--- src/rtl/vga_timing_pkg.sv ---
// Shared 640x480@60 timing constants, counter widths and lock FSM states
// for the VGA sync decoder.
package vga_timing_pkg;

    localparam int unsigned VGA_H_TOTAL  = 800;
    localparam int unsigned VGA_H_SYNC   = 96;
    localparam int unsigned VGA_H_BP     = 48;
    localparam int unsigned VGA_H_ACTIVE = 640;
    localparam int unsigned VGA_V_TOTAL  = 525;
    localparam int unsigned VGA_V_SYNC   = 2;
    localparam int unsigned VGA_V_BP     = 33;
    localparam int unsigned VGA_V_ACTIVE = 480;

    localparam int unsigned VGA_CNT_W    = 10;
    localparam int unsigned VGA_GOOD_W   = 4;

    typedef enum logic [1:0] {
        SEARCH = 2'd0,
        TRAIN  = 2'd1,
        LOCKED = 2'd2
    } sync_state_e;

    // Increment that sticks at all-ones instead of wrapping.
    function automatic logic [VGA_CNT_W-1:0] sat_inc(input logic [VGA_CNT_W-1:0] v);
        return (v == '1) ? v : v + VGA_CNT_W'(1);
    endfunction

endpackage

--- src/rtl/vga_sync_edge.sv ---
// Sync polarity normalise, pix_en-gated sample register and leading-edge pulse.
module vga_sync_edge #(
    parameter bit ACTIVE_LOW = 1'b1
) (
    input  logic clk,
    input  logic reset,
    input  logic pix_en,
    input  logic sync_in,
    output logic level_c,
    output logic lead_c
);

    logic prev_q;

    assign level_c = sync_in ^ ACTIVE_LOW;
    assign lead_c  = pix_en & level_c & ~prev_q;

    // Previous normalised sample, reset to the deasserted level.
    always_ff @(posedge clk or posedge reset) begin
        if (reset) begin
            prev_q <= 1'b0;
        end else if (pix_en) begin
            prev_q <= level_c;
        end
    end

endmodule

--- src/rtl/vga_sync_decoder.sv ---
// VGA sync decoder: recovers pixel coordinates from hsync/vsync, checks line
// and frame lengths and declares lock after LOCK_FRAMES clean frames.
// Optional build macro VGA_DECODER_STATS_EN adds the err_count output.
module vga_sync_decoder
    import vga_timing_pkg::*;
#(
    parameter int unsigned H_TOTAL         = VGA_H_TOTAL,
    parameter int unsigned H_SYNC          = VGA_H_SYNC,
    parameter int unsigned H_BP            = VGA_H_BP,
    parameter int unsigned H_ACTIVE        = VGA_H_ACTIVE,
    parameter int unsigned V_TOTAL         = VGA_V_TOTAL,
    parameter int unsigned V_SYNC          = VGA_V_SYNC,
    parameter int unsigned V_BP            = VGA_V_BP,
    parameter int unsigned V_ACTIVE        = VGA_V_ACTIVE,
    parameter int unsigned LOCK_FRAMES     = 2,
    parameter int unsigned SYNC_ACTIVE_LOW = 1
) (
    input  logic                 clk,
    input  logic                 reset,
    input  logic                 pix_en,
    input  logic                 hsync,
    input  logic                 vsync,
    output logic [VGA_CNT_W-1:0] x,
    output logic [VGA_CNT_W-1:0] y,
    output logic                 active,
    output logic                 frame_start,
    output logic                 line_err,
    output logic                 frame_err,
`ifdef VGA_DECODER_STATS_EN
    output logic                 locked,
    output logic [15:0]          err_count
`else
    output logic                 locked
`endif
);

    localparam int unsigned CW      = VGA_CNT_W;
    localparam int unsigned CW1     = VGA_CNT_W + 1;
    localparam int unsigned GW      = VGA_GOOD_W;
    localparam int unsigned GAP_LIM = 2 * H_TOTAL;
    localparam int unsigned GAP_W   = $clog2(GAP_LIM + 1);
    localparam int unsigned H_OFF   = H_SYNC + H_BP;
    localparam int unsigned V_OFF   = V_SYNC + V_BP;

    logic              unused_hs_level_c;
    logic              unused_vs_lead_c;
    logic              hle_c;
    logic              vs_level_c;
    logic [CW-1:0]     hcnt_q;
    logic [CW-1:0]     vcnt_q;
    logic [CW-1:0]     hcnt_d;
    logic [CW-1:0]     vcnt_d;
    logic [GAP_W-1:0]  gap_q;
    logic              have_h_q;
    logic              have_v_q;
    logic              vs_at_hle_q;
    logic              fs_c;
    logic              line_err_c;
    logic              frame_err_c;
    logic              timeout_c;
    logic              in_h_c;
    logic              in_v_c;
    sync_state_e       state_q;
    logic [GW-1:0]     good_q;
    logic              bad_q;

    vga_sync_edge #(.ACTIVE_LOW(SYNC_ACTIVE_LOW != 0)) u_hs_edge (
        .clk     (clk),
        .reset   (reset),
        .pix_en  (pix_en),
        .sync_in (hsync),
        .level_c (unused_hs_level_c),
        .lead_c  (hle_c)
    );

    vga_sync_edge #(.ACTIVE_LOW(SYNC_ACTIVE_LOW != 0)) u_vs_edge (
        .clk     (clk),
        .reset   (reset),
        .pix_en  (pix_en),
        .sync_in (vsync),
        .level_c (vs_level_c),
        .lead_c  (unused_vs_lead_c)
    );

    // Per-sample events, next counter values and window decode.
    always_comb begin
        fs_c        = hle_c & vs_level_c & ~vs_at_hle_q;
        line_err_c  = hle_c & have_h_q & ((CW1'(hcnt_q) + CW1'(1)) != CW1'(H_TOTAL));
        frame_err_c = fs_c & have_v_q & ((CW1'(vcnt_q) + CW1'(1)) != CW1'(V_TOTAL));
        timeout_c   = pix_en & ~hle_c & (gap_q == GAP_W'(GAP_LIM - 1));
        hcnt_d      = hle_c ? '0 : sat_inc(hcnt_q);
        vcnt_d      = vcnt_q;
        if (fs_c) begin
            vcnt_d = '0;
        end else if (hle_c) begin
            vcnt_d = sat_inc(vcnt_q);
        end
        in_h_c = (hcnt_d >= CW'(H_OFF)) && (hcnt_d < CW'(H_OFF + H_ACTIVE));
        in_v_c = (vcnt_d >= CW'(V_OFF)) && (vcnt_d < CW'(V_OFF + V_ACTIVE));
    end

    // Position counters, hsync gap watchdog and previous-edge flags.
    always_ff @(posedge clk or posedge reset) begin
        if (reset) begin
            hcnt_q      <= '0;
            vcnt_q      <= '0;
            gap_q       <= '0;
            have_h_q    <= 1'b0;
            have_v_q    <= 1'b0;
            vs_at_hle_q <= 1'b0;
        end else if (pix_en) begin
            hcnt_q <= hcnt_d;
            vcnt_q <= vcnt_d;
            if (hle_c) begin
                gap_q       <= '0;
                have_h_q    <= 1'b1;
                vs_at_hle_q <= vs_level_c;
            end else if (gap_q != GAP_W'(GAP_LIM)) begin
                gap_q <= gap_q + GAP_W'(1);
            end
            if (fs_c) begin
                have_v_q <= 1'b1;
            end
            if (timeout_c) begin
                have_h_q <= 1'b0;
                have_v_q <= 1'b0;
            end
        end
    end

    // Lock FSM: SEARCH -> TRAIN -> LOCKED, watchdog drops back to SEARCH.
    always_ff @(posedge clk or posedge reset) begin
        if (reset) begin
            state_q <= SEARCH;
            good_q  <= '0;
            bad_q   <= 1'b0;
            locked  <= 1'b0;
        end else if (pix_en) begin
            if (timeout_c) begin
                state_q <= SEARCH;
                good_q  <= '0;
                bad_q   <= 1'b0;
                locked  <= 1'b0;
            end else begin
                case (state_q)
                    SEARCH: begin
                        if (fs_c) begin
                            state_q <= TRAIN;
                            good_q  <= '0;
                        end
                    end
                    TRAIN: begin
                        if (fs_c) begin
                            if (bad_q | line_err_c | frame_err_c) begin
                                good_q <= '0;
                            end else begin
                                good_q <= good_q + GW'(1);
                                if ((good_q + GW'(1)) == GW'(LOCK_FRAMES)) begin
                                    state_q <= LOCKED;
                                    locked  <= 1'b1;
                                end
                            end
                        end
                    end
                    LOCKED: begin
                        if (line_err_c | frame_err_c) begin
                            state_q <= TRAIN;
                            good_q  <= '0;
                            locked  <= 1'b0;
                        end
                    end
                    default: begin
                        state_q <= SEARCH;
                        good_q  <= '0;
                        locked  <= 1'b0;
                    end
                endcase
                // Errors on the frame-start sample belong to the frame just ending.
                if (fs_c) begin
                    bad_q <= 1'b0;
                end else if (line_err_c | frame_err_c) begin
                    bad_q <= 1'b1;
                end
            end
        end
    end

    // Registered coordinates, window flag and one-clk event pulses.
    always_ff @(posedge clk or posedge reset) begin
        if (reset) begin
            x           <= '0;
            y           <= '0;
            active      <= 1'b0;
            frame_start <= 1'b0;
            line_err    <= 1'b0;
            frame_err   <= 1'b0;
        end else if (pix_en) begin
            frame_start <= fs_c;
            line_err    <= line_err_c;
            frame_err   <= frame_err_c;
            if (in_h_c) begin
                x <= hcnt_d - CW'(H_OFF);
            end
            if (in_v_c) begin
                y <= vcnt_d - CW'(V_OFF);
            end
            // Lock changes only on samples with hcnt=0 or past the window, so the
            // current locked flag gives the same result as the updated one.
            active <= locked & in_h_c & in_v_c;
        end else begin
            frame_start <= 1'b0;
            line_err    <= 1'b0;
            frame_err   <= 1'b0;
        end
    end

`ifdef VGA_DECODER_STATS_EN
    logic [16:0] err_sum_c;

    assign err_sum_c = 17'(err_count) + 17'(line_err_c) + 17'(frame_err_c);

    // Saturating count of line and frame error pulses.
    always_ff @(posedge clk or posedge reset) begin
        if (reset) begin
            err_count <= '0;
        end else if (pix_en) begin
            err_count <= err_sum_c[16] ? 16'hFFFF : err_sum_c[15:0];
        end
    end
`endif

endmodule
--- config.mk ---
export PLATFORM = sky130hd
export DESIGN_NAME = vga_sync_decoder
export DESIGN_NICKNAME = d
export VERILOG_FILES = /design/src/rtl/vga_timing_pkg.sv /design/src/rtl/vga_sync_edge.sv /design/src/rtl/vga_sync_decoder.sv
export SDC_FILE = /design/constraint.sdc
export NUM_CORES = 1
export LEC_CHECK = 0
export CORE_ASPECT_RATIO = 0.8
export CORE_MARGIN = 2
export CORE_UTILIZATION = 64
export DETAILED_ROUTE_END_ITERATION = 16
export PLACE_DENSITY_LB_ADDON = 0.2
export SLEW_MARGIN = 15
export SYNTH_ARGS = -nofsm -noshare
export SYNTH_HDL_FRONTEND = slang
export SYNTH_SLANG_ARGS = --single-unit
--- constraint.sdc ---
create_clock -name clk -period 5.2 [get_ports clk]
set_input_delay 1.56 -clock clk [delete_from_list [all_inputs] [get_ports clk]]
set_output_delay 1.56 -clock clk [all_outputs]
set_load 0.005 [all_outputs]
Word level (Yosys, flattened, before mapping) --
Cells that the tools add are included.
Word-level totals: bits in registers 67, bits of input ports 5
Cells by class: add/sub/neg operators 8, magnitude comparators 4, equality and inequality tests 15, muxes and demuxes 36, bitwise operators 20, reductions and logical operators 17
Operators by type and width (number):
- 10-bit two-way mux | 5
- 10-bit by 1-bit adder with 11-bit output, second input constant | 2
- 11-bit two-way mux | 2
- 11-bit by 10-bit != test with 1-bit output, second input constant | 2
- 10-bit by 1-bit adder with 10-bit output, second input constant | 2
- 10-bit == test, second input constant | 2
- 10-bit less-than comparator, second input constant | 2
- 4-bit two-way mux | 5
- 1-bit two-way mux | 15
- 3-bit != test, second input constant | 5
- 2-bit AND reduction | 7
- 1-bit bitwise AND | 12
- 2-bit two-way mux | 6
- 4-bit case mux with 3 select lines | 1
- 6-bit AND reduction | 2
- 11-bit by 1-bit adder with 11-bit output, second input constant | 1
- 11-bit == test, second input constant | 1
- 11-bit != test, second input constant | 1
- 10-bit by 6-bit greater-or-equal comparator with 1-bit output, second input constant | 1
- 10-bit by 8-bit greater-or-equal comparator with 1-bit output, second input constant | 1
- 10-bit by 6-bit subtractor with 10-bit output, second input constant | 1
- 10-bit by 8-bit subtractor with 10-bit output, second input constant | 1
- 2-bit case mux with 3 select lines | 1
- 2-bit nonzero test | 3
- 12 further kinds | 19

Longest topological paths before layout --
Gate-level depths: netlist of the first run.
word-level depth 12, gate-level depth with buffers 12, gate-level depth less buffers 11

Modules after synthesis --
Synthesis of the first run repeated with hierarchy kept, for this count alone.
Unflattened totals: cell total of the unflattened synthesis 468, area, all modules 4365.4 sq um
By module, submodules not included:
- vga_sync_decoder | times used 1, cells an instance 456, area each 4257.8 sq um
- vga_sync_edge | times used 2, cells an instance 6, area each 53.8 sq um

Least setup slack after synthesis of the first run --
OpenSTA, ideal clock, no wires.
path type input to register, start point input port pix_en, end point register y[1], setup time 125 ps, arrival time 4144 ps, data required time 5075 ps, setup slack 931 ps, stages on the path 12, cell sequence buf_4 -> nor3b_2 -> buf_4 -> clkbuf_1 -> o21ai_0 -> a22o_1 -> ha_1 -> o31ai_4 -> a21oi_1 -> nor2_2 -> buf_6 -> mux2_4
On the way: cells in the longest elaborated chain, start to end 8
Ends and longest elaborated chain:
- start, declared | line vga_sync_decoder.sv:20 | input logic pix_en,
- 1-bit bitwise AND * (2 in series) | line vga_sync_edge.sv:16 | assign lead_c = pix_en & level_c & ~prev_q;
- 1-bit bitwise AND (2 in series) | line vga_sync_decoder.sv:87 | fs_c = hle_c & vs_level_c & ~vs_at_hle_q;
- 10-bit two-way mux * | line vga_sync_decoder.sv:93 | if (fs_c) begin
- net vcnt_d[0] | line vga_sync_decoder.sv:52 | logic [CW-1:0] vcnt_d;
- 10-bit by 6-bit greater-or-equal comparator with 1-bit output or 10-bit less-than comparator (tied branches) | line vga_sync_decoder.sv:99 | in_v_c = (vcnt_d >= CW'(V_OFF)) && (vcnt_d < CW'(V_OFF + V_ACTIVE));
- 1-bit logical AND | line vga_sync_decoder.sv:99
- 2-bit AND reduction (no line)
- end signal, assigned | line vga_sync_decoder.sv:205 | y <= vcnt_d - CW'(V_OFF);
- end, declared | line vga_sync_decoder.sv:24 | output logic [VGA_CNT_W-1:0] y,
Mark *: on every way through the listed nets, which the timed path passes. The rest lies on a longest branch. A chain may end at the register's enable or synchronous reset.

Worst setup path after layout of the first run --
start point input port pix_en, end point register y[8]
On the way: cells in the longest elaborated chain, start to end 8
Ends and longest elaborated chain (line):
- 1-bit bitwise AND (2 in series) | vga_sync_edge.sv:16
- 1-bit bitwise AND (2 in series) | vga_sync_decoder.sv:87
- 10-bit two-way mux | vga_sync_decoder.sv:93
- 10-bit by 6-bit greater-or-equal comparator with 1-bit output or 10-bit less-than comparator (tied branches) | vga_sync_decoder.sv:99
- 1-bit logical AND | vga_sync_decoder.sv:99
- 2-bit AND reduction (no line)
Several ways; a longest one is shown, not always the timed one.

==> results of run 1 <==
==> worst reg2reg max path, delay by kind of cell, from the launching register on <==
family	cells	cell delay, ps
compound gates	2	720
mux	1	350
simple gates	4	710
buf+inv	1	240
flops	1	500
fa+ha+maj	2	900
==> cells by family (layout without fill, tap and decap cells) <==
kind of cell / count (synthesis) / after routing / share of synthesized area, %
AO/OA/AOI/OAI: 92 / 92 / 16.6
XOR/XNOR: 26 / 26 / 5.52
adder cells (fa/ha/maj): 10 / 10 / 3.03
buffers and inverters: 49 / 78 / 5.76
flip-flops: 67 / 67 / 40.6
multiplexers: 30 / 30 / 8.49
AND/OR/NAND/NOR: 154 / 154 / 20.0
==> synthesized netlist by cell type (3+ instances only) <==
library cell,count
clkbuf_1,8
o21bai_1,3
or3_1,6
xnor2_1,11
inv_1,24
nor3_1,11
dfrtp_1,67
mux2_2,12
buf_2,7
nand2b_1,4
and2_1,3
ha_1,10
nand4_1,6
mux2_4,7
o21ai_0,24
a31oi_1,5
nand3_1,26
xor2_1,15
o31ai_1,3
mux2i_1,11
a41oi_1,4
nor2_1,31
nor4_1,5
and3_1,7
buf_4,4
o211ai_1,5
a21oi_1,15
and4_1,4
buf_6,4
nand2_1,30
==> sequential cells by signal, indices dropped and copies added, names as in the netlist <==
signal / cells
active: 1
bad_q: 1
frame_err: 1
frame_start: 1
gap_q: 11
good_q: 4
have_h_q: 1
have_v_q: 1
hcnt_q: 10
line_err: 1
locked: 1
state_q: 2
u_hs_edge.prev_q: 1
vcnt_q: 10
vs_at_hle_q: 1
x: 10
y: 10
==> metrics by stage <==
stage          hold WS, ps  setup WS (ps)  cell area, um2
4_1_cts                500           1010            4610
3_5_place_dp           482            650            4440
6_report               502            928            4610
5_1_grt                523            740            4610
2_1_floorplan          451            931            4130
3_3_place_gp           474            696            4440
==> placed cells by master, fill, tap and decap left out, types with 12 or more instances in the layout <==
cell type        netlist  final
mux2_2                12     12
nor2_1                31     31
o21ai_0               24     24
xor2_1                15     15
dfrtp_1               67     67
inv_1                 24     23
a21oi_1               15     15
clkdlybuf4s50_1        0     29
nand3_1               26     26
nand2_1               30     30
==> worst max-delay path by stage <==
stage / to / slack, ps / cells after the start
global route: y[8]$_DFFE_PP0P_ / 740 / 12
global placement: y[8]$_DFFE_PP0P_ / 700 / 12
CTS: y[8]$_DFFE_PP0P_ / 1010 / 11
finish: y[8]$_DFFE_PP0P_ / 930 / 12
detailed placement: y[8]$_DFFE_PP0P_ / 650 / 11
floorplan: y[1]$_DFFE_PP0P_ / 930 / 12
==> power groups by stage <==
| stage | combinational, mW | clock, mW | sequential, mW |
|---|---|---|---|
| 2_1_floorplan | 0.485 | 0 | 0.769 |
| 3_3_place_gp | 0.678 | 0 | 0.811 |
| 3_5_place_dp | 0.696 | 0 | 0.818 |
| 4_1_cts | 0.703 | 0.398 | 0.810 |
| 5_1_grt | 0.782 | 0.419 | 0.836 |
| 6_report | 0.700 | 0.392 | 0.813 |
==> metal layers <==
layer  vias up  share of wire [%]  track usage (%)
met4         0                1.5             10.8
met1      1591                 48             37.9
met2       109                 44             41.7
met3        14                5.9             6.43
met5         -                  0                0
li1       1596                  -                -
==> area by class of cell <==
type | count | area, um2
repair buffers | 36 | 343
flip-flops and latches | 67 | 1680
inverters | 26 | 98.8
clock buffers | 14 | 163
clock inverters | 2 | 10.0
multi-input cells | 312 | 2210
fillers | 488 | 1700
well taps | 84 | 105
==> impl_metrics.yaml, run 1 <==
detailed_routing:
  wl_um: 8990
  vias_per_cell: 6.12
  drt_drc_violations_left: 0
  wl_per_cell_um: 16.6
  vias: 3310
  first_iter_violations: 272
  ant_nets: 0
  dr.pass1.iters: 4
sta:
  timing.fmax_mhz: 234
  setup_viol: 0
  min_period_ps: 4270
  fin_crit_sh_pct: 82.1
  max-slew-margin-rel_pct: 32.0
  worst_pin_slew_ps: 1010
  fin_setup_tns_ps: 0
  final_hold_viol_count: 0
  rsz0062_at_grt: "no"
  slew_violations: 0
  fin_skew_ps: 3.80
power:
  clkPwrFrac_pct: 20.6
  switching_share_pct: 35.0
  finalPower_mw: 1.90
  combPwrFrac_pct: 36.7
  peakVddDrop_uv: 304
  intPower_mw: 1.24
  p_seq_share_pct: 42.7
  powerDensity_nw_per_um2: 413
  p_switching_mw: 0.667
  p_leak_nw: 1.97
worst_setup_path:
  critPathMostFrequentCell: "buf_4"
  ff2ff_path_depth: 10
  critPathSlowestCell: "clkdlybuf4s50_1"
  crit_path_end_kind: "register"
  critPathLaunchType: "input port"
  slowest_delay_ps: 550
  path_max_fanout: 18
  critical_path.top_delay_family: "buffers and inverters"
  reg2reg_slack_ps: 1670
  worstSetupPathType: "input port to register"
  r2r_start: "vcnt_q[1]$_DFFE_PP0P_"
  worstReg2RegEnd: "y[8]$_DFFE_PP0P_"
  worstPathCellList: "clkdlybuf4s50_1 -> nor3b_2 -> buf_4 -> nand2_1 -> inv_1 -> buf_4 -> a311oi_2 -> nor4b_1 -> and3_1 -> nor2_2 -> buf_4 -> mux2_2"
  required_ps: 5430
  critical_path_arrival_ps: 4500
  path_buf_inv: 5
  critPathLaunch: "pix_en"
global_route:
  grt-ovfl-total: 0
  track_usage_pct: 27.2
  grt_pass1_wl_um: 14900
  grt_max_degree: 48
  antenna_found_initial: 0
  grt_pass1_vias: 3094
clock_tree:
  cts_root_buf: "clkbuf_8"
  clockBufferDepth: 2
  cts_post_setup_buffers_inserted: 0
  post_cts_hold_buffer_count: 0
  cts_resized: 0
  clk_latency_ps: 340
  cts.htree.levels: 3
  cts_made_buffers: 9
  clk_pin_slew_worst_paths_ps: 70
  clkSinkCount: 67
  cts_tree: "done"
status:
  outcome: "finished, final reports clean"
die:
  core_um2: 6310
  die_area_um2: 7110
  die_x_um: 93.8
  dieHeight_um: 75.8
  start_util_pct: 65.4
  rows: 26
  top_level_ports: 30
worst_hold_path:
  hold_class: "register to register"
  min_path_cells: 2
  whs_endpoint: "have_v_q$_DFFE_PP0P_"
  min_from: "have_v_q$_DFFE_PP0P_"
synthesis:
  syn-num-nets: 443
  netlist-cell-type-count: 74
  synth_area_leader_cell: "dfrtp_1"
  ys_top_cells_by_area: "dfrtp_1, mux2_2, xor2_1"
  synth_top_area_share_pct: 40.6
  synthFlopType: "dfrtp_1"
  yosys_register_bits: 67
  async_reset_ff_share_pct: 100
  yosysSeqAreaShare_pct: 40.6
  avgSynthCellArea_um2: 9.64
  yosys_warnings: 0
  synth_edf_count: 0
  synth_cells: 428
  syn_area_um2: 4130
layout:
  final_cells: 541
  diodes: 0
  syn2layout_area_growth_pct: 11.7
  nets: 467
  drive_above_1_share_pct: 14.4
  final_util_pct: 73.0
placed_design:
  place_inst: 525
  globalplace.congestion: 0.907
  portBuffers: 29
  dp_hpwl_um: 6360
job:
  drv_cap: 0
No activity file was read; power rests on OpenSTA's default activity.
==> run 2, diff against run 1 <==
CORE_UTILIZATION = 59   (was 64)
clock period = 3.96 ns   (was 5.2 ns; I/O delays follow)
==> impl_metrics.yaml, run 2 (synthesis results as in run 1) <==
global_route:
  busiest_layer: "met2"
  grt_pass1_vias: 3320
  grtUsageMet1_pct: 35.7
  antenna_found_initial: 0
  grt_pass1_wl_um: 16000
  grt_max_degree: 68
  use_met2_pct: 40.9
  use_met3_pct: 7.04
  grt-ovfl-total: 0
  track_usage_pct: 25.9
clock_tree:
  post_cts_hold_buffer_count: 0
  cts_tree: "done"
  clk_pin_slew_worst_paths_ps: 70
  cts_resized: 0
  cts_post_setup_buffers_inserted: 0
  cts_made_buffers: 9
  cts.htree.levels: 3
  cts_root_buf: "clkbuf_8"
  clkSinkCount: 67
  clockBufferDepth: 2
  clk_latency_ps: 350
worst_setup_path:
  path_max_fanout: 10
  critPathLaunchType: "input port"
  ff2ff_path_depth: 10
  worstReg2RegEnd: "y[8]$_DFFE_PP0P_"
  critical_path_arrival_ps: 3960
  crit_path_end_kind: "register"
  reg2reg_slack_ps: 460
  worstSetupPathType: "input port to register"
  required_ps: 4200
  r2r_start: "vcnt_q[1]$_DFFE_PP0P_"
die:
  die_x_um: 97.5
  die_area_um2: 7690
  top_level_ports: 30
  rows: 27
  core_um2: 6820
  start_util_pct: 60.5
  dieHeight_um: 78.8
detailed_routing:
  dr.pass1.iters: 5
  first_iter_violations: 344
  ant_nets: 0
  drt_drc_violations_left: 0
  vias_per_cell: 6.03
  wl_per_cell_um: 16.2
  vias: 3490
  wl_um: 9380
sta:
  slew_violations: 0
  timing.fmax_mhz: 268
  worst_pin_slew_ps: 997
  fin_skew_ps: 5.73
  rsz0062_at_grt: "no"
  fin_crit_sh_pct: 94.1
  final_hold_viol_count: 0
  setup_slack_ps: 235
  max-slew-margin-rel_pct: 32.9
  min_period_ps: 3720
  setup_viol: 0
worst_hold_path:
  min_from: "vs_at_hle_q$_DFFE_PP0P_"
  min_path_cells: 2
  whs_endpoint: "vs_at_hle_q$_DFFE_PP0P_"
  hold_class: "register to register"
status:
  outcome: "finished, final reports clean"
layout:
  drive_above_1_share_pct: 21.1
  final_common_cell: "dfrtp_1"
  syn2layout_area_growth_pct: 19.4
  nets: 502
  largest_reg_flops: 11
  final_cell_area_um2: 4930
  top_register: "gap_q"
  final_cell_mix: "dfrtp_1, buf_4, nor2_1, nand2_1, clkdlybuf4s50_1"
  diodes: 0
power:
  clkPwrFrac_pct: 22.4
  peakVddDrop_uv: 307
  finalPower_mw: 2.68
  switching_share_pct: 33.7
  combPwrFrac_pct: 37.5
  intPower_mw: 1.78
  powerDensity_nw_per_um2: 544
  p_seq_share_pct: 40.0
  p_switching_mw: 0.904
  p_leak_nw: 2.17
placed_design:
  dp_hpwl_um: 6650
  dpl_cell_area_um2: 4710
  globalplace.congestion: 0.867
  portBuffers: 29
  dp_slack_ps: -80.9
job:
  drv_cap: 0
run 2: cell types whose count changed in the layout (fill, tap and decap cells not counted), sizes merged:
cell      change
buf          +35
clkinvlp      +1
clkbuf        -2
bufinv        +1
inv           +1
clkinv        -1
run 2: metrics by stage:
step / TNS (ps) / util, % / hold WS [ps] / std cells
after floorplan: 0 / - / 451 / 428
after global placement: 0 / 69.1 / 464 / 563
after detailed placement: -398 / 69.1 / 487 / 563
after CTS: 0 / 72.2 / 503 / 579
after global routing: 0 / 72.2 / 528 / 579
final: 0 / 72.2 / 495 / 579
run 2: cell type report:
class	count	area, um2
clock inverter	4	47.5
timing repair buffer	71	618
fill	518	1900
multi-input combinational	312	2210
inverter	26	97.6
clock buffer	12	165
tap	87	109
sequential	67	1680
run 2: worst max-delay path by stage:
stage | cells past startpoint | slack [ps] | startpoint | end
after global routing | 10 | 160 | pix_en | y[8]$_DFFE_PP0P_
after CTS | 10 | 270 | pix_en | y[8]$_DFFE_PP0P_
after global placement | 10 | 30 | pix_en | y[8]$_DFFE_PP0P_
final | 10 | 240 | pix_en | y[8]$_DFFE_PP0P_
after floorplan | 12 | 60 | pix_en | y[1]$_DFFE_PP0P_
after detailed placement | 10 | -80 | pix_en | y[8]$_DFFE_PP0P_
run 2: per-layer routing:
metal | up-vias | part of all wire, % | routed length (um)
met2 | 125 | 47 | 4360
met5 | - | 0 | 0
met3 | 21 | 6.1 | 570
met1 | 1680 | 46 | 4310
li1 | 1664 | - | -
met4 | 0 | 1.5 | 138
run 2: power by group through the flow:
stage | registers (mW) | clock network [mW] | logic (mW)
after floorplan | 1.01 | 0 | 0.637
after global placement | 1.07 | 0 | 0.973
after detailed placement | 1.08 | 0 | 1.00
after CTS | 1.07 | 0.616 | 1.01
after global routing | 1.11 | 0.652 | 1.11
final | 1.07 | 0.602 | 1.01
run 2: worst max-delay path, stage by stage:
cell	delay, ps
clkdlybuf4s50_1	580
or3b_4	500
a31oi_1	280
a22o_1	220
ha_1	270
nor4b_1	80
and3_1	170
nor2_2	170
buf_12	170
mux2_2	330
==> patch 1: new RTL, config.mk and constraints of run 1 <==
Set the package constant `VGA_H_TOTAL` to 3200 (it was 800).
--- a/src/rtl/vga_timing_pkg.sv
+++ b/src/rtl/vga_timing_pkg.sv
@@ -2,7 +2,7 @@
 // for the VGA sync decoder.
 package vga_timing_pkg;
 
-    localparam int unsigned VGA_H_TOTAL  = 800;
+    localparam int unsigned VGA_H_TOTAL  = 3200;
     localparam int unsigned VGA_H_SYNC   = 96;
     localparam int unsigned VGA_H_BP     = 48;
     localparam int unsigned VGA_H_ACTIVE = 640;
Behaviour: same outputs for any inputs over 10 cycles, from zero or initial values and one cycle with reset high; that may be too few to reach the edited logic, so the function may still have changed.
==> patch 1 against run 1 <==
  * Synthesized area decreased by 3.7%
  * Total power increased by 4.9%
  * Design area decreased by 0.98%
  * Routed wire length decreased by 6.4%
  * Setup slack worse by 230 ps
  * Via count down 3.8%
  * Sequential cell count up 2
  * Critical endpoint is now x[1]$_DFFE_PP0P_
  * Largest power group unchanged
  * Highest routed layer unchanged
==> patch 1: results (changes against run 1) <==
{| class="wikitable"
! Metric !! Value
|-
| Result of the run || complete, no violations
|-
| Maximum number of pins on one net before global-route repair || 49 (+2.1%)
|-
| Placed Area || 4340 um2 (-2.1%)
|-
| Post-synthesis register bit count || 69 (+3.0%)
|-
| Multi-input logic area || 2080 um2 (-6.2%)
|-
| Global-route wire length before repair || 13.9 mm (-6.6%)
|-
| Top cells by count, synth || sky130_fd_sc_hd__dfrtp_1 (69), sky130_fd_sc_hd__nor2_1 (45), sky130_fd_sc_hd__nand2_1 (29)
|-
| R2r endpoint || y[8]$_DFFE_PP0P_
|-
| Number of detailed-route iterations in the first pass || 5 (+1)
|-
| Post-synthesis cell type count || 77 (+4.1%)
|-
| Final Wtd Congestion || 0.955 (+5.2%)
|-
| Worst setup path start || hsync
|-
| Number of flip-flops under the largest register name || 13 (+2)
|-
| Wire length on met1 || 3.74 mm (-14%)
|-
| Share of post-route cells with drive strength above 1 || 14.2% (-0.22 points)
|-
| Peak supply drop || 0.330 mV (+8.6%)
|-
| Worst Max-Slew Pin Slew || 1010 ps (+1.60 ps)
|-
| Layout clock buffer count || 10 (-4)
|-
| Fraction of area in registers || 37.8% (+1.5 points)
|-
| Half-perimeter wire length after placement || 5.91 mm (-7.1%)
|-
| Via count of the first global-routing pass || 2932 (-5.2%)
|-
| DRC violation total after the first TritonRoute iteration || 233 (-14%)
|-
| Termination of the worst setup path || x[1]$_DFFE_PP0P_
|-
| Crit path arrival time || 4740 ps (+240 ps)
|-
| Maximum fanout encountered on the critical timing path || 24 (+6)
|-
| Fin nets || 446 (-4.5%)
|-
| Logic gate share of total power || 35.5% (-1.2 points)
|-
| Cell Int Power || 1.33 mW (+7.8%)
|-
| P_leak || 1.98 nW (+0.69%)
|-
| Largest incremental delay on the critical path || 510 ps (-40 ps)
|-
| Routed met2 length || 3.84 mm (-3.9%)
|-
| Fraction of the yosys area taken by sequential cells || 43.4% (+2.8 points)
|-
| Filler cell count || 405 (-17%)
|-
| Syn_nets || 414 (-6.5%)
|-
| Tapcells inserted || 81 (-3.6%)
|-
| Fraction of cell area in non-clock buffers || 7.51% (+0.073 points)
|-
| Inverters excl. clock || 25 (-3.8%)
|-
| Design Area, Final || 4560 um2 (-0.98%)
|-
| Power share of the sequential group || 40.3% (-2.4 points)
|-
| Post-CTS setup buffers || 0 (unchanged)
|-
| Worst Clk Skew || 9.46 ps (+5.66 ps)
|-
| Hold wc startpoint || have_h_q$_DFFE_PP0P_
|-
| Top post-synthesis cells by area || sky130_fd_sc_hd__dfrtp_1 (43%), sky130_fd_sc_hd__nor2_1 (4.2%), sky130_fd_sc_hd__mux2_2 (3.7%)
|-
| Total vias in the final route || 3184 (-3.8%)
|-
| All-Layer GR Usage || 26.3% (-0.95 points)
|-
| Synth top area share || 43.4% (+2.8 points)
|-
| Multi-input logic cell count || 290 (-7.1%)
|-
| Depth of the most critical reg-to-reg path || 11 (+1)
|-
| Slack of the worst reg-to-reg path || 1560 ps (-110 ps)
|-
| Clock-cell share of area || 4.91% (+1.2 points)
|-
| Total length of routed met3 wires || 674 um (+28%)
|}
[patch 1: cell types whose count changed after synthesis, sizes merged, moves of 4 or more]
cell          run 1  this run
xnor2            11        16
xor2             15        10
nor3             12         8
nand3            28        15
buf              15        10
o21ai            27        14
nor2             32        45
nand4             6         2
[patch 1: through the flow]
step | hold slack [ps] | power, mW | setup slack [ps] | std cells
after floorplan | 458 | 1.26 | 1140 | 399
after global placement | 472 | 1.48 | 541 | 501
after detailed placement | 489 | 1.51 | 360 | 501
after CTS | 505 | 2.01 | 700 | 517
after global routing | 525 | 2.12 | 472 | 517
final | 494 | 2.00 | 694 | 517
[patch 1: metal layers]
| metal | global-route usage [%] | up-vias |
|---|---|---|
| met5 | 0 | - |
| met4 | 10.8 | 0 |
| met3 | 6.18 | 18 |
| met2 | 41.4 | 148 |
| met1 | 35.8 | 1521 |
| li1 | - | 1497 |
[patch 1: logic make-up (layout without fill, tap and decap cells)]
kind of cell               Yosys count  in the layout  synth area share, %
and+or+nand+nor                    148            148                 19.9
AOI/OAI and AO/OA                   76             76                 14.6
DFF                                 69             69                 43.4
buffers and inverters               40             77                 4.34
muxes                               30             30                 8.88
xor gates and xnor gates            26             26                 5.73
adders and majority gates           10             10                 3.15
[patch 1: worst min path at each step]
stage                           endpoint  slack [ps]  cells past startpoint
finish              have_h_q$_DFFE_PP0P_         490                      2
global route            x[8]$_DFFE_PP0P_         520                      1
CTS                 have_h_q$_DFFE_PP0P_         500                      2
detailed placement  have_h_q$_DFFE_PP0P_         490                      2
global placement    have_h_q$_DFFE_PP0P_         470                      2
floorplan           have_h_q$_DFFE_PP0P_         460                      2
[patch 1: worst max-delay path, delay by kind of cell]
kind | cells | cell delay [ps]
simple gates | 3 | 740
mux | 1 | 370
fa+ha+maj | 1 | 340
compound gates | 4 | 840
buf+inv | 2 | 860
==> patch 2: new RTL, settings of run 1 <==
Without the edit above. Encoding of `sync_state_e`: now one-hot (3 bits for 3 states).
--- a/src/rtl/vga_timing_pkg.sv
+++ b/src/rtl/vga_timing_pkg.sv
@@ -14,10 +14,10 @@
     localparam int unsigned VGA_CNT_W    = 10;
     localparam int unsigned VGA_GOOD_W   = 4;
 
-    typedef enum logic [1:0] {
-        SEARCH = 2'd0,
-        TRAIN  = 2'd1,
-        LOCKED = 2'd2
+    typedef enum logic [2:0] {
+        SEARCH = 3'b001,
+        TRAIN  = 3'b010,
+        LOCKED = 3'b100
     } sync_state_e;
 
     // Increment that sticks at all-ones instead of wrapping.
Function: same outputs for any inputs over 10 cycles, from zero or initial values and one cycle with reset high; not proved beyond that.
==> patch 2 against run 1 <==
  * Synthesized area is 2.7% higher
  * Setup slack worse by 460 ps
  * Total power is 11% higher
  * Synthesized cell count is 1.2% lower
  * Design area is 3.2% higher
  * Global-route usage is 1.1 points higher
  * Sequential cell count is 1 higher
  * Routed wire length is 6.9% higher
==> patch 2: results (changes against run 1) <==
{| class="wikitable"
! Metric !! Value
|-
| Number of signal-net buffers in the layout || 37 (+2.8%)
|-
| Worst hold stages || 1 (-1)
|-
| Worst slack after detailed placement || 129 ps (-521 ps)
|-
| Worst setup path start || hsync
|-
| Maximum number of pins on one net before global-route repair || 44 (-8.3%)
|-
| DRC violation total after the first TritonRoute iteration || 297 (+9.2%)
|-
| Synthesized netlist cell count || 423 (-1.2%)
|-
| Final Wtd Congestion || 0.864 (-4.8%)
|-
| Filler cell count || 449 (-8.0%)
|-
| Largest incremental delay on the critical path || 600 ps (+50 ps)
|-
| Share of post-route cells with drive strength above 1 || 15.5% (+1.0 points)
|-
| Multi-input logic cell count || 311 (-0.32%)
|-
| Average routed wire per standard cell || 17.9 um (+7.9%)
|-
| Multi-input logic area || 2310 um2 (+4.4%)
|-
| Startpoint of the worst register-to-register path || hcnt_q[0]$_DFFE_PP0P_
|-
| P_leak || 2.00 nW (+1.5%)
|-
| Total length of routed met3 wires || 607 um (+15%)
|-
| Post-synthesis cell type count || 76 (+2.7%)
|-
| Clock sink total || 68 (+1.5%)
|-
| Number of cells in the finished layout apart from fillers || 536 (-0.92%)
|-
| Result of the run || complete, no violations
|-
| Placed Area || 4560 um2 (+2.8%)
|-
| Met3 Usage GRT || 7.76% (+1.3 points)
|-
| Number of detailed-route iterations in the first pass || 5 (+1)
|-
| All-Layer GR Usage || 28.4% (+1.1 points)
|-
| Worst Max-Slew Pin Slew || 922 ps (-88.8 ps)
|-
| Share of the final layout cell area in multi-input gates || 48.6% (+0.55 points)
|-
| Fraction of the yosys area taken by sequential cells || 40.2% (-0.46 points)
|-
| Fin nets || 462 (-1.1%)
|-
| Max Clk Rate || 211 MHz (-9.8%)
|-
| Fraction of area in registers || 35.8% (-0.59 points)
|}
## patch 2: cell families after synthesis
logic type                 count (synthesis)  synth area share [%]
buffers and inverters                     44                  5.34
xor gates and xnor gates                  28                  5.78
AOI/OAI and AO/OA                         83                  15.0
and+or+nand+nor                          158                  21.9
muxes                                     32                  8.88
adders and majority gates                 10                  2.95
DFF                                       68                  40.2
## patch 2: worst register-to-register path, cell delays in order, from the launching register on
cell                      delay (ps)
sky130_fd_sc_hd__dfrtp_1         560
sky130_fd_sc_hd__ha_1            430
sky130_fd_sc_hd__inv_1           160
sky130_fd_sc_hd__or3_1           570
sky130_fd_sc_hd__a21oi_1         370
sky130_fd_sc_hd__inv_1           120
sky130_fd_sc_hd__ha_1            300
sky130_fd_sc_hd__nand3_1         110
sky130_fd_sc_hd__a22oi_1         130
sky130_fd_sc_hd__o21ai_2         510
sky130_fd_sc_hd__mux2_2          410
